<file path="src/rtl/eth_frame_pkg.sv">
// Shared definitions for the Ethernet frame wrapper: magic tags, header/trailer
// field positions, FSM encoding and small field-building helpers.
package eth_frame_pkg;

  localparam logic [15:0] HDR_MAGIC_DEF = 16'hA55A;
  localparam logic [15:0] TRL_MAGIC_DEF = 16'h5AA5;

  localparam int MAGIC_LSB     = 48;
  localparam int HDR_NODE_LSB  = 40;
  localparam int HDR_TYPE_LSB  = 32;
  localparam int HDR_SEQ_LSB   = 16;
  localparam int TRL_BYTES_LSB = 16;
  localparam int TRL_TRUNC_BIT = 0;

  typedef enum logic [1:0] {
    ST_IDLE    = 2'd0,
    ST_PAYLOAD = 2'd1,
    ST_DROP    = 2'd2,
    ST_TRL     = 2'd3
  } frm_state_e;

  function automatic logic [3:0] popcount8(input logic [7:0] keep);
    logic [3:0] cnt;
    cnt = 4'd0;
    for (int i = 0; i < 8; i++) begin
      cnt = cnt + {3'd0, keep[i]};
    end
    return cnt;
  endfunction

  function automatic logic [63:0] make_header(input logic [15:0] magic, input logic [3:0] node,
                                              input logic [3:0] etype, input logic [15:0] seq);
    logic [63:0] w;
    w = 64'd0;
    w[MAGIC_LSB +: 16]    = magic;
    w[HDR_NODE_LSB +: 4]  = node;
    w[HDR_TYPE_LSB +: 4]  = etype;
    w[HDR_SEQ_LSB +: 16]  = seq;
    return w;
  endfunction

  function automatic logic [63:0] make_trailer(input logic [15:0] magic, input logic [15:0] bytes,
                                               input logic trunc);
    logic [63:0] w;
    w = 64'd0;
    w[MAGIC_LSB +: 16]     = magic;
    w[TRL_BYTES_LSB +: 16] = bytes;
    w[TRL_TRUNC_BIT]       = trunc;
    return w;
  endfunction

endpackage

</file>
<file path="src/rtl/eth_axis_framer.sv">
// Wraps each received AXIS Ethernet frame in a header and trailer beat, cut-through,
// with one registered output stage and truncation of over-long frames.
module eth_axis_framer
  import eth_frame_pkg::*;
#(
  parameter int          MAX_BEATS = 190,
  parameter logic [15:0] HDR_MAGIC = HDR_MAGIC_DEF,
  parameter logic [15:0] TRL_MAGIC = TRL_MAGIC_DEF
) (
  input  logic        tx_clk_out,
  input  logic        sys_rst_n,
  input  logic [3:0]  node_id,
  input  logic [3:0]  eth_type,
  input  logic        s_axis_tvalid,
  input  logic [63:0] s_axis_tdata,
  input  logic [7:0]  s_axis_tkeep,
  input  logic        s_axis_tlast,
  output logic        s_axis_tready,
  output logic        m_axis_tvalid,
  output logic [63:0] m_axis_tdata,
  output logic [7:0]  m_axis_tkeep,
  output logic        m_axis_tlast,
  input  logic        m_axis_tready,
  output logic        trunc_pulse
);

  localparam logic [12:0] LAST_BEAT = 13'(MAX_BEATS - 1);

  frm_state_e  state_r;
  frm_state_e  state_s;
  logic [15:0] seq_r;
  logic [12:0] beat_cnt_r;
  logic [15:0] byte_cnt_r;
  logic        trunc_r;

  logic out_free_s;
  logic s_ready_s;
  logic load_hdr_s;
  logic fwd_s;
  logic load_trl_s;
  logic trunc_hit_s;

  assign out_free_s    = !m_axis_tvalid || m_axis_tready;
  assign s_axis_tready = s_ready_s;

  // Next-state decode and per-cycle load strobes for the output register.
  always_comb begin
    state_s     = state_r;
    s_ready_s   = 1'b0;
    load_hdr_s  = 1'b0;
    fwd_s       = 1'b0;
    load_trl_s  = 1'b0;
    trunc_hit_s = 1'b0;
    case (state_r)
      ST_IDLE: begin
        if (s_axis_tvalid && out_free_s) begin
          load_hdr_s = 1'b1;
          state_s    = ST_PAYLOAD;
        end else begin
          state_s = ST_IDLE;
        end
      end
      ST_PAYLOAD: begin
        s_ready_s = out_free_s;
        if (s_axis_tvalid && out_free_s) begin
          fwd_s = 1'b1;
          if (s_axis_tlast) begin
            state_s = ST_TRL;
          end else if (beat_cnt_r == LAST_BEAT) begin
            trunc_hit_s = 1'b1;
            state_s     = ST_DROP;
          end else begin
            state_s = ST_PAYLOAD;
          end
        end else begin
          state_s = ST_PAYLOAD;
        end
      end
      ST_DROP: begin
        s_ready_s = 1'b1;
        if (s_axis_tvalid && s_axis_tlast) begin
          state_s = ST_TRL;
        end else begin
          state_s = ST_DROP;
        end
      end
      ST_TRL: begin
        if (out_free_s) begin
          load_trl_s = 1'b1;
          state_s    = ST_IDLE;
        end else begin
          state_s = ST_TRL;
        end
      end
      default: begin
        state_s = ST_IDLE;
      end
    endcase
  end

  // State, sequence number and per-frame beat/byte/truncation counters.
  always_ff @(posedge tx_clk_out) begin
    if (!sys_rst_n) begin
      state_r     <= ST_IDLE;
      seq_r       <= 16'd0;
      beat_cnt_r  <= 13'd0;
      byte_cnt_r  <= 16'd0;
      trunc_r     <= 1'b0;
      trunc_pulse <= 1'b0;
    end else begin
      state_r     <= state_s;
      trunc_pulse <= trunc_hit_s;
      if (load_hdr_s) begin
        beat_cnt_r <= 13'd0;
        byte_cnt_r <= 16'd0;
        trunc_r    <= 1'b0;
      end else if (fwd_s) begin
        beat_cnt_r <= beat_cnt_r + 13'd1;
        byte_cnt_r <= byte_cnt_r + {12'd0, popcount8(s_axis_tkeep)};
        if (trunc_hit_s) begin
          trunc_r <= 1'b1;
        end
      end
      if (load_trl_s) begin
        seq_r <= seq_r + 16'd1;
      end
    end
  end

  // Output stage: loads header, payload or trailer whenever the slot is free.
  always_ff @(posedge tx_clk_out) begin
    if (!sys_rst_n) begin
      m_axis_tvalid <= 1'b0;
      m_axis_tdata  <= 64'd0;
      m_axis_tkeep  <= 8'd0;
      m_axis_tlast  <= 1'b0;
    end else if (out_free_s) begin
      if (load_hdr_s) begin
        m_axis_tvalid <= 1'b1;
        m_axis_tdata  <= make_header(HDR_MAGIC, node_id, eth_type, seq_r);
        m_axis_tkeep  <= 8'hFF;
        m_axis_tlast  <= 1'b0;
      end else if (fwd_s) begin
        m_axis_tvalid <= 1'b1;
        m_axis_tdata  <= s_axis_tdata;
        m_axis_tkeep  <= s_axis_tkeep;
        m_axis_tlast  <= 1'b0;
      end else if (load_trl_s) begin
        m_axis_tvalid <= 1'b1;
        m_axis_tdata  <= make_trailer(TRL_MAGIC, byte_cnt_r, trunc_r);
        m_axis_tkeep  <= 8'hFF;
        m_axis_tlast  <= 1'b1;
      end else begin
        m_axis_tvalid <= 1'b0;
      end
    end
  end

endmodule

</file>
<file path="config.mk">
export PLATFORM = sky130hd
export DESIGN_NAME = eth_axis_framer
export DESIGN_NICKNAME = d
export VERILOG_FILES = /design/src/rtl/eth_frame_pkg.sv /design/src/rtl/eth_axis_framer.sv
export SDC_FILE = /design/constraint.sdc
export NUM_CORES = 1
export LEC_CHECK = 0
export ABC_AREA = 0
export BUFFER_PORTS_ARGS = -buffer_cell sky130_fd_sc_hd__buf_2
export CAP_MARGIN = 20
export CORE_ASPECT_RATIO = 0.5
export CORE_UTILIZATION = 46
export CTS_CLUSTER_SIZE = 40
export DETAILED_ROUTE_END_ITERATION = 16
export GPL_TIMING_DRIVEN = 1
export PLACE_DENSITY = 0.83
export SKIP_LAST_GASP = 1
export SYNTH_ARGS = -nofsm -noshare
export SYNTH_HDL_FRONTEND = slang
export SYNTH_SLANG_ARGS = --single-unit
</file>
<file path="constraint.sdc">
create_clock -name tx_clk_out -period 3.2 [get_ports tx_clk_out]
set_clock_uncertainty 0.2 [all_clocks]
set_input_delay 0 -clock tx_clk_out [delete_from_list [all_inputs] [get_ports tx_clk_out]]
set_output_delay 0 -clock tx_clk_out [all_outputs]
set_load 0.01 [all_outputs]
</file>
==> results of run 1 <==
==> kinds of logic (layout without fill, tap and decap cells) <==
kind of cell	after synthesis	after routing	synth area share
DFF	123	123	0.441
muxes	9	9	0.0161
AOI/OAI and AO/OA	103	103	0.146
adders and majority gates	19	19	0.0493
and+or+nand+nor	263	263	0.232
xor gates and xnor gates	36	36	0.0564
buffers and inverters	60	310	0.0585
==> metal layers <==
metal	vias up	GRT usage	share of wire
li1	2647	-	-
met1	2794	0.304	0.38
met2	355	0.503	0.49
met3	106	0.0771	0.074
met4	0	0.208	0.054
met5	-	0	0
==> registers in the layout, indices dropped and copies added (netlist names) <==
register       count
state_r            2
trunc_r            1
beat_cnt_r        13
m_axis_tlast       1
trunc_pulse        1
byte_cnt_r        16
m_axis_tdata      64
m_axis_tvalid      1
seq_r             16
m_axis_tkeep       8
==> per-stage QoR <==
| stage | setup slack [ns] | power [mW] |
|---|---|---|
| after floorplan | 0.0230 | 1.97 |
| after global placement | -0.268 | 2.11 |
| after detailed placement | -0.351 | 2.13 |
| after CTS | -0.00702 | 4.12 |
| after global routing | -0.102 | 4.30 |
| final | -0.0163 | 4.17 |
==> placed cells by master (no fill, tap or decap), types with 5 or more instances in the layout <==
cell	Yosys	routed
buf_2	18	160
o311ai_1	5	5
inv_1	16	14
mux2i_1	9	9
nor2_1	104	104
dlygate4sd3_1	0	90
ha_1	14	14
nand3_1	57	57
a21oi_1	18	17
a221oi_2	8	8
dfxtp_1	123	122
a31oi_1	8	8
o211ai_1	8	8
and3_1	9	9
nand2_1	35	35
o22ai_1	8	8
clkbuf_16	0	17
o21ai_0	5	5
a22oi_1	23	23
o311ai_2	5	5
nor3_1	14	14
nand4_1	7	7
buf_4	6	10
xnor2_1	7	7
xor2_1	29	29
==> cell type report <==
| class | count | area, µm² | share of cell area |
|---|---|---|---|
| well taps | 165 | 206 | 0.0260 |
| repair buffers | 261 | 1800 | 0.226 |
| clock inverters | 11 | 134 | 0.0168 |
| inverters | 17 | 63.8 | 0.00802 |
| flip-flops and latches | 123 | 2460 | 0.310 |
| clock buffers | 21 | 460 | 0.0579 |
| multi-input cells | 430 | 2830 | 0.356 |
==> worst register-to-register path: stages (launching register included) <==
cell      delay (ns)
dfxtp_2         0.33
inv_2           0.04
fa_1            0.53
fa_1            0.46
fa_2            0.37
fa_2            0.36
nand2b_4        0.16
a21oi_4         0.22
nand4_1         0.15
xor2_1          0.21
nor2_1          0.06
==> how the worst max path moves through the flow <==
| stage | start | end | slack [ns] | depth (start not counted) |
|---|---|---|---|---|
| 6_report | byte_cnt_r[0]$_SDFFE_PP0P_ | byte_cnt_r[10]$_SDFFE_PP0P_ | -0.02 | 10 |
| 5_1_grt | byte_cnt_r[0]$_SDFFE_PP0P_ | byte_cnt_r[8]$_SDFFE_PP0P_ | -0.10 | 11 |
| 4_1_cts | byte_cnt_r[0]$_SDFFE_PP0P_ | byte_cnt_r[10]$_SDFFE_PP0P_ | -0.007 | 10 |
| 3_5_place_dp | s_axis_tkeep[0] | byte_cnt_r[10]$_SDFFE_PP0P_ | -0.35 | 12 |
| 3_3_place_gp | s_axis_tkeep[0] | byte_cnt_r[10]$_SDFFE_PP0P_ | -0.27 | 12 |
| 2_1_floorplan | s_axis_tkeep[0] | byte_cnt_r[12]$_SDFFE_PP0P_ | 0.02 | 11 |
==> power groups by stage <==
stage | clock (mW) | combinational (mW) | sequential (mW)
after floorplan | 0 | 0.295 | 1.67
after global placement | 0 | 0.463 | 1.65
after detailed placement | 0 | 0.481 | 1.65
after CTS | 1.93 | 0.577 | 1.62
after global routing | 2.02 | 0.657 | 1.62
final | 1.93 | 0.617 | 1.62
==> repair_timing <==
action / 4_1_cts / 5_1_grt
hold buffers: 90 / 0
buffers inserted: 1 / 1
pin swaps: 3 / 6
setup endpoints to repair: 6 / 7
hold endpoints to repair: 80 / 0
cloned: 0 / 0
resized for setup: 2 / 3
==> metrics.yaml, run 1 <==
timing:
  setup_viol: 1
  tns_ns: -0.0163
  rsz0062_at_grt: "true"
  fmax_mhz: 311
  min_period_ns: 3.22
  timing.final.crit_share: 1.01
  worst_slack_ns: -0.0163
  hold_ws_ns: 0.153
  drv_slew: 0
  hold_violations: 0
  worst-slew-pin-transition_ns: 0.866
  max_slew_margin: 0.422
clock_network:
  htreeDepth: 4
  cts_tree: "done"
  cts.clk_slew.worst_paths_ns: 0.06
  cts_buffers: 17
  root_buffer: "clkbuf_16"
  clk_latency_ns: 0.42
  clk_path_buf_depth: 2
  cts_num_sinks: 123
routing:
  firstDrtPassIters: 5
  wl_per_cell_um: 17.9
  drc: 0
  routed_wl_um: 18400
  vias: 5902
  vias_per_cell: 5.74
  final_antenna_net_count: 0
  drt-initial-drc-count: 597
final_layout:
  diodes: 0
  stdcell_area_um2: 7950
  fin_util: 0.674
  drive_gt1_frac: 0.273
  layout.cells.non_filler: 1028
  final_nets: 954
  syn_to_final_growth_pct: 42.4
  fillers: 796
die:
  core-area_um2: 11800
  dieArea_um2: 12600
  initial_core_util: 0.473
  top_level_ports: 161
  die_h_um: 79.9
  rows: 28
  die_x_um: 158
yosys:
  syn-mean-instance-area_um2: 9.11
  synthTopCellsByCount: "dfxtp_1, nor2_1, nand3_1"
  netlist_area_um2: 5590
  yosysWarnings: 0
  yosysTopAreaCell: "dfxtp_1"
  synth-seq-cells: 123
  ys_async_sr_fraction: 0
  synth_area_leaders: "dfxtp_1, nor2_1, nand3_1"
  synth.distinct_cells: 57
  synth_most_common_cell: "dfxtp_1"
  syn_nets: 717
  yosysSeqAreaShare: 0.441
  synth_top_area_frac: 0.441
  synth_edf_count: 0
  synthFlopType: "dfxtp_1"
  syn_inst: 613
pwr:
  p_int_mw: 3.06
  p_leak_nw: 3.38
  power.share.switching: 0.267
  peakVddDrop_v: 0.000304
  powerDensity_nw_per_um2: 524
  p_switching_mw: 1.11
  clockPowerShare: 0.464
  p_seq_frac: 0.388
  combPwrFrac: 0.148
setup_path:
  crit_type: "reg -> reg"
  rr_worst_depth: 10
  path_delay_family: "adder cells"
  cp_cell_sequence: "inv_2 -> fa_1 -> fa_1 -> fa_2 -> fa_2 -> nand2b_4 -> a21oi_4 -> nand4_1 -> xor2_1 -> nor2_1"
  worst_setup_path_end_kind: "flip-flop"
  worst-r2r-setup-slack_ns: -0.02
  critPathSlowestCell: "fa_1"
  worst-path-buf-inv: 1
  r2r-end: "byte_cnt_r[10]$_SDFFE_PP0P_"
  path_max_fanout: 6
  slowest_delay_ns: 0.52
  crit_path_start_kind: "flip-flop"
  required_ns: 3.29
  r2r_start: "byte_cnt_r[0]$_SDFFE_PP0P_"
  crit_arrival_ns: 3.30
global_route:
  grt_util_all_layers: 0.288
  grt_remaining_overflow: 0
  grt_pass1_vias: 5717
  antenna_found_initial: 0
  grt_first_pass_wirelength_um: 27800
  grt_start_max_net_pins: 51
run:
  maxCapViolations: 0
hold_path:
  min_to: "m_axis_tdata[49]$_SDFFE_PN0P_"
  min-delay-start: "s_axis_tdata[49]"
  worstHoldPathType: "in -> reg"
  worstHoldPathCells: 4
placement:
  numPortBuffers: 160
  place_inst: 904
  dpl_cell_area_um2: 6430
  place_hpwl_um: 10000
  gp_routability_congestion: 0.902
status:
  violations: "negative setup slack"
  status: "finished, violations left"
No activity file was read; power rests on OpenSTA's default activity.
==> inputs of run 2 (changes only) <==
- PLACE_DENSITY: 0.83 -> 0.8
- REMOVE_ABC_BUFFERS: default -> 1
- clock period: 3.2 -> 3.8 ns (I/O delays scaled with it)
==> run 2 against run 1 <==
  * The flow now finishes without violations
  * Register-to-register slack better by 0.48 ns
  * Combinational power down 16%
  * Total power down 14%
  * Critical endpoint is now byte_cnt_r[12]$_SDFFE_PP0P_
  * Highest routed layer unchanged
  * Clock power down 11%
  * Largest cell class unchanged
  * Sequential power down 16%
  * Via count down 0.73%
  * Utilization up 0.54 points
  * Design area up 0.80%
  * Die area unchanged
  * Sequential share of layout area down 0.26 points
==> metrics.yaml, run 2 (synthesis results as in run 1) <==
placement:
  place_hpwl_um: 9380  # -6.6%
  gp_routability_congestion: 0.839  # -7.0%
  numPortBuffers: 160  # unchanged
  place_ws_ns: 0.191  # +0.542 ns
global_route:
  antenna_found_initial: 0  # unchanged
  grt_start_max_net_pins: 45  # -12%
  grt_pass1_vias: 5407  # -5.4%
  grt_first_pass_wirelength_um: 26200  # -5.8%
  grt_util_all_layers: 0.265  # -0.0231
  grt_remaining_overflow: 0  # unchanged
timing:
  worst_slack_ns: 0.393  # +0.410 ns
  rsz0062_at_grt: "false"
  hold_ws_ns: 0.0487  # -0.104 ns
  min_period_ns: 3.41
  timing.final.crit_share: 0.897
  hold_violations: 0  # unchanged
  fmax_mhz: 294
  setup_viol: 0  # -1
  tns_ns: 0  # +0.0163 ns
  drv_slew: 0  # unchanged
  worst-slew-pin-transition_ns: 0.830  # -0.0355 ns
  max_slew_margin: 0.445  # +0.0231
routing:
  final_antenna_net_count: 0  # unchanged
  drt-initial-drc-count: 666  # +12%
  wl_per_cell_um: 17.4  # -3.2%
  vias_per_cell: 5.70  # -0.63%
  drc: 0  # unchanged
  vias: 5859  # -0.73%
  routed_wl_um: 17800  # -3.3%
  firstDrtPassIters: 5  # unchanged
final_layout:
  fin_util: 0.679  # +0.00540
  final_nets: 953  # -0.10%
  final_cell_mix: "buf_2, dfxtp_1, nor2_1"
  syn_to_final_growth_pct: 43.5
  final_common_cell: "buf_2"
  diodes: 0  # unchanged
  largest_reg_flops: 64  # unchanged
  regMostFlops: "m_axis_tdata"
  drive_gt1_frac: 0.266  # -0.00780
  largestRegisters: "m_axis_tdata: 64 flops, byte_cnt_r: 16 flops, seq_r: 16 flops"
setup_path:
  path_max_fanout: 6  # unchanged
  crit_type: "in -> reg"
  required_ns: 3.89  # +0.60 ns
  crit_arrival_ns: 3.50  # +0.20 ns
  worst_setup_path_end_kind: "flip-flop"
  cp-startpoint: "s_axis_tkeep[3]"
  r2r_start: "state_r[0]$_SDFF_PN0_"
  crit_path_start_kind: "input pin"
pwr:
  combPwrFrac: 0.144  # -0.004
  peakVddDrop_v: 0.000280  # -7.9%
  powerDensity_nw_per_um2: 448  # -15%
  power.share.switching: 0.254  # -0.0132
  clockPowerShare: 0.476  # +0.012
  p_total_mw: 3.59  # -14%
  p_int_mw: 2.68  # -12%
  p_leak_nw: 3.43  # +1.5%
  p_switching_mw: 0.912  # -18%
  p_seq_frac: 0.380  # -0.008
status:
  status: "finished, final reports clean"
die:
  core-area_um2: 11800  # unchanged
  rows: 28  # unchanged
  top_level_ports: 161  # unchanged
  initial_core_util: 0.473  # unchanged
  die_x_um: 158  # unchanged
  dieArea_um2: 12600  # unchanged
  die_h_um: 79.9  # unchanged
clock_network:
  clk_latency_ns: 0.41  # about the same
  htreeDepth: 4  # unchanged
  cts.clk_slew.worst_paths_ns: 0.06  # about the same
  cts_tree: "done"
  root_buffer: "clkbuf_16"
  post_cts_buffers: 0  # -1
  clk_path_buf_depth: 2  # unchanged
  cts_buffers: 17  # unchanged
  cts_num_sinks: 123  # unchanged
hold_path:
  worstHoldPathType: "in -> reg"
  min-delay-start: "sys_rst_n"
run:
  maxCapViolations: 0  # unchanged
run 2: cell types whose count changed in the layout (fill, tap and decap cells not counted), sizes merged:
cell and change:
buf -5, clkinv +4, inv -4, dlymetal6s4s +3, bufinv +2, clkbuf -1, clkinvlp -1, dlygate4sd3 +1
run 2: worst paths after layout:
check             slack [ns]                       endpoint  cells past startpoint
setup / recovery        0.39    byte_cnt_r[12]$_SDFFE_PP0P_                     13
hold reg to reg         0.25  m_axis_tdata[55]$_SDFFE_PN0P_                      2
hold / removal          0.05         trunc_pulse$_SDFF_PN0_                      2
setup reg to reg        0.46  m_axis_tdata[31]$_SDFFE_PN0P_                      7
run 2: layout make-up:
| type | count | area (µm²) |
|---|---|---|
| tap | 165 | 206 |
| clock buffer | 20 | 447 |
| clock inverter | 12 | 171 |
| fill | 783 | 3790 |
| inverter | 17 | 63.8 |
| sequential | 123 | 2460 |
| timing repair buffer | 260 | 1840 |
| multi-input combinational | 430 | 2830 |
run 2: worst max-delay path, cell delays in order:
cell and delay, ns:
dlymetal6s4s_1 0.26, fa_1 0.60, inv_2 0.05, fa_1 0.49, fa_1 0.52, fa_2 0.41, fa_2 0.40, nand2b_4 0.16
a21oi_4 0.15, buf_6 0.13, nand4_1 0.12, xor2_1 0.16, nor2_1 0.05
run 2: per-stage QoR:
| step | std cells | cell area [µm²] |
|---|---|---|
| floorplan | 570 | 5320 |
| global placement | 903 | 6410 |
| detailed placement | 903 | 6410 |
| CTS | 1026 | 7940 |
| global route | 1027 | 8020 |
| finish | 1027 | 8020 |
run 2: power groups by stage:
stage	registers, mW	logic (mW)	clock network [mW]
2_1_floorplan	1.41	0.204	0
3_5_place_dp	1.39	0.395	0
6_report	1.36	0.518	1.71
3_3_place_gp	1.39	0.380	0
4_1_cts	1.36	0.472	1.71
5_1_grt	1.37	0.559	1.79
run 2: per-layer routing:
layer  vias to the layer above  part of all wire  track usage  wire [µm]
met1                      2781              0.40        0.312       7130
met2                       345              0.48        0.447       8640
met5                         -                 0            0          0
met4                         0             0.043        0.149        772
li1                       2643                 -            -          -
met3                        90             0.072       0.0613       1280
run 2: what timing repair did:
| item | CTS | global route |
|---|---|---|
| hold buffers | 91 | 3 |
| setup endpoints to repair | 0 | 12 |
| resized for setup | 0 | 10 |
| endpoints found under the hold margin | 80 | 3 |
==> inputs of run 3 (changes only) <==
==> constraint.sdc (replaced) <==
create_clock -name tx_clk_out -period 3.8 [get_ports tx_clk_out]
set_clock_uncertainty 0.2 [all_clocks]
set_input_delay 0.38 -clock tx_clk_out [delete_from_list [all_inputs] [get_ports tx_clk_out]]
set_output_delay 0.38 -clock tx_clk_out [all_outputs]
set_load 0.01 [all_outputs]
==> run 3 against run 2 <==
  * Global-route usage shrank 4.5 points
  * Clock-buffer cell count is the same
  * Setup slack lost 0.16 ns
  * Via count shrank 14%
  * Maximum frequency shrank 4.4%
  * Non-clock buffer count shrank 88
  * First-iteration DRC count shrank 43%
  * Final cell count shrank 8.6%
  * Sequential cell count is the same
==> metrics.yaml, run 3 (synthesis results as in run 1) <==
clock_network:
  hold_buffers: 2  # -98%
  post_cts_buffers: 0  # unchanged
  cts.clk_slew.worst_paths_ns: 0.05  # about the same
  cts_buffers: 17  # unchanged
  root_buffer: "clkbuf_16"
  clk_latency_ns: 0.40  # about the same
  cts_tree: "done"
  cts_resized: 0  # unchanged
  cts_num_sinks: 123  # unchanged
  htreeDepth: 4  # unchanged
  clk_path_buf_depth: 2  # unchanged
timing:
  max_slew_margin: 0.422  # -0.0229
  drv_slew: 0  # unchanged
  fmax_mhz: 281  # -4.4%
  rsz0062_at_grt: "false"
  hold_violations: 0  # unchanged
  timing.final.crit_share: 0.938  # +0.0416
  worst_slack_ns: 0.235  # -0.158 ns
  min_period_ns: 3.56  # +0.158 ns
  hold_ws_ns: 0.0144  # -0.0343 ns
  setup_viol: 0  # unchanged
  worst-slew-pin-transition_ns: 0.865  # +0.0342 ns
pwr:
  p_seq_frac: 0.378  # -0.002
  power.share.switching: 0.234  # -0.0203
  powerDensity_nw_per_um2: 504  # +12%
  p_switching_mw: 0.842  # -7.7%
  clockPowerShare: 0.510  # +0.034
  combPwrFrac: 0.112  # -0.032
  p_leak_nw: 3.03  # -12%
  p_int_mw: 2.76  # +3.1%
  peakVddDrop_v: 0.000249  # -11%
setup_path:
  rr_worst_depth: 11  # +4
  crit_arrival_ns: 3.66  # +0.16 ns
  required_ns: 3.89  # about the same
  r2r-end: "byte_cnt_r[10]$_SDFFE_PP0P_"
  cp-startpoint: "s_axis_tkeep[0]"
  worst_setup_path_end_kind: "flip-flop"
  crit_path_start_kind: "input pin"
  worst-r2r-setup-slack_ns: 0.50  # +0.04 ns
  path_max_fanout: 6  # unchanged
  crit_type: "in -> reg"
  crit_end: "byte_cnt_r[10]$_SDFFE_PP0P_"
  r2r_start: "byte_cnt_r[0]$_SDFFE_PP0P_"
final_layout:
  final_cell_mix: "buf_2, dfxtp_1, nor2_1"
  final_nets: 865  # -9.2%
  largest_reg_flops: 64  # unchanged
  drive_gt1_frac: 0.296  # +0.0302
  regMostFlops: "m_axis_tdata"
  final_common_cell: "buf_2"
  largestRegisters: "m_axis_tdata: 64 flops, byte_cnt_r: 16 flops, seq_r: 16 flops"
  syn_to_final_growth_pct: 28.0
  diodes: 0  # unchanged
global_route:
  antenna_found_initial: 0  # unchanged
  grt_util_all_layers: 0.220  # -0.0451
  grt_first_pass_wirelength_um: 21700  # -17%
  grt_start_max_net_pins: 45  # unchanged
  grt_pass1_vias: 4573  # -15%
  grt_remaining_overflow: 0  # unchanged
placement:
  place_hpwl_um: 9460  # +0.90%
  numPortBuffers: 160  # unchanged
  place_ws_ns: -0.115  # -0.306 ns
  gp_routability_congestion: 0.856  # +2.0%
routing:
  routed_wl_um: 14200  # -21%
  vias_per_cell: 5.38  # -5.6%
  firstDrtPassIters: 5  # unchanged
  vias: 5056  # -14%
  wl_per_cell_um: 15.1  # -13%
  final_antenna_net_count: 0  # unchanged
  drc: 0  # unchanged
  drt-initial-drc-count: 380  # -43%
run:
  maxCapViolations: 0  # unchanged
die:
  top_level_ports: 161  # unchanged
  die_x_um: 158  # unchanged
  core-area_um2: 11800  # unchanged
  die_h_um: 79.9  # unchanged
  initial_core_util: 0.473  # unchanged
  dieArea_um2: 12600  # unchanged
  rows: 28  # unchanged
status:
  status: "finished, final reports clean"
hold_path:
  worstHoldPathType: "in -> reg"
[run 3: changes by cell type in the layout (fill, tap and decap cells not counted), moves of 2 or more]
cell,before,now
buf_2,157,160
dlymetal6s4s_1,3,0
dlygate4sd3_1,91,2
bufinv_16,4,6
fa_2,2,0
fa_1,3,5
[run 3: layout make-up]
type,count,area (µm²)
Multi-Input combinational cell,430,2810
Clock inverter,12,218
Tap cell,165,206
Fill cell,978,4650
Timing Repair Buffer,172,941
Sequential cell,123,2460
Inverter,17,63.8
Clock buffer,20,457
[run 3: power groups by stage]
| stage | logic (mW) | clock network, mW | registers, mW |
|---|---|---|---|
| floorplan | 0.204 | 0 | 1.41 |
| global placement | 0.384 | 0 | 1.39 |
| detailed placement | 0.392 | 0 | 1.39 |
| CTS | 0.399 | 1.86 | 1.36 |
| global route | 0.445 | 1.93 | 1.37 |
| finish | 0.404 | 1.84 | 1.36 |
[run 3: routing by layer]
layer	vias up	GRT usage	routed length, µm
met2	135	0.374	7040
met1	2427	0.268	6180
met3	29	0.0483	607
met5	-	0	0
met4	0	0.0951	342
li1	2465	-	-
[run 3: critical path: stages]
cell      delay, ns
buf_2          0.12
fa_1           0.53
inv_1          0.05
fa_1           0.49
fa_1           0.42
fa_1           0.42
fa_1           0.40
nand2b_1       0.19
a21oi_1        0.14
buf_4          0.16
nand4_1        0.12
xor2_1         0.19
nor2_1         0.06
[run 3: worst min path at each step]
stage	endpoint	slack, ns	start	depth (start not counted)
finish	m_axis_tdata[15]$_SDFFE_PN0P_	0.01	s_axis_tdata[15]	3
global route	m_axis_tdata[12]$_SDFFE_PN0P_	0.001	s_axis_tdata[12]	3
CTS	m_axis_tdata[12]$_SDFFE_PN0P_	0.00009	s_axis_tdata[12]	3
detailed placement	m_axis_tdata[55]$_SDFFE_PN0P_	0.24	m_axis_tdata[55]$_SDFFE_PN0P_	2
global placement	m_axis_tdata[55]$_SDFFE_PN0P_	0.24	m_axis_tdata[55]$_SDFFE_PN0P_	2
floorplan	trunc_r$_SDFFE_PP0P_	0.24	trunc_r$_SDFFE_PP0P_	2
[run 3: metrics by stage]
stage          std cells  setup TNS, ns  power, mW  utilization  area (µm²)
6_report             939              0       3.60        0.606        7150
5_1_grt              939              0       3.74        0.606        7150
4_1_cts              938              0       3.62        0.604        7130
3_5_place_dp         904         -0.412       1.78        0.545        6430
3_3_place_gp         904         -0.349       1.77        0.545        6430
2_1_floorplan        570              0       1.61            -        5320
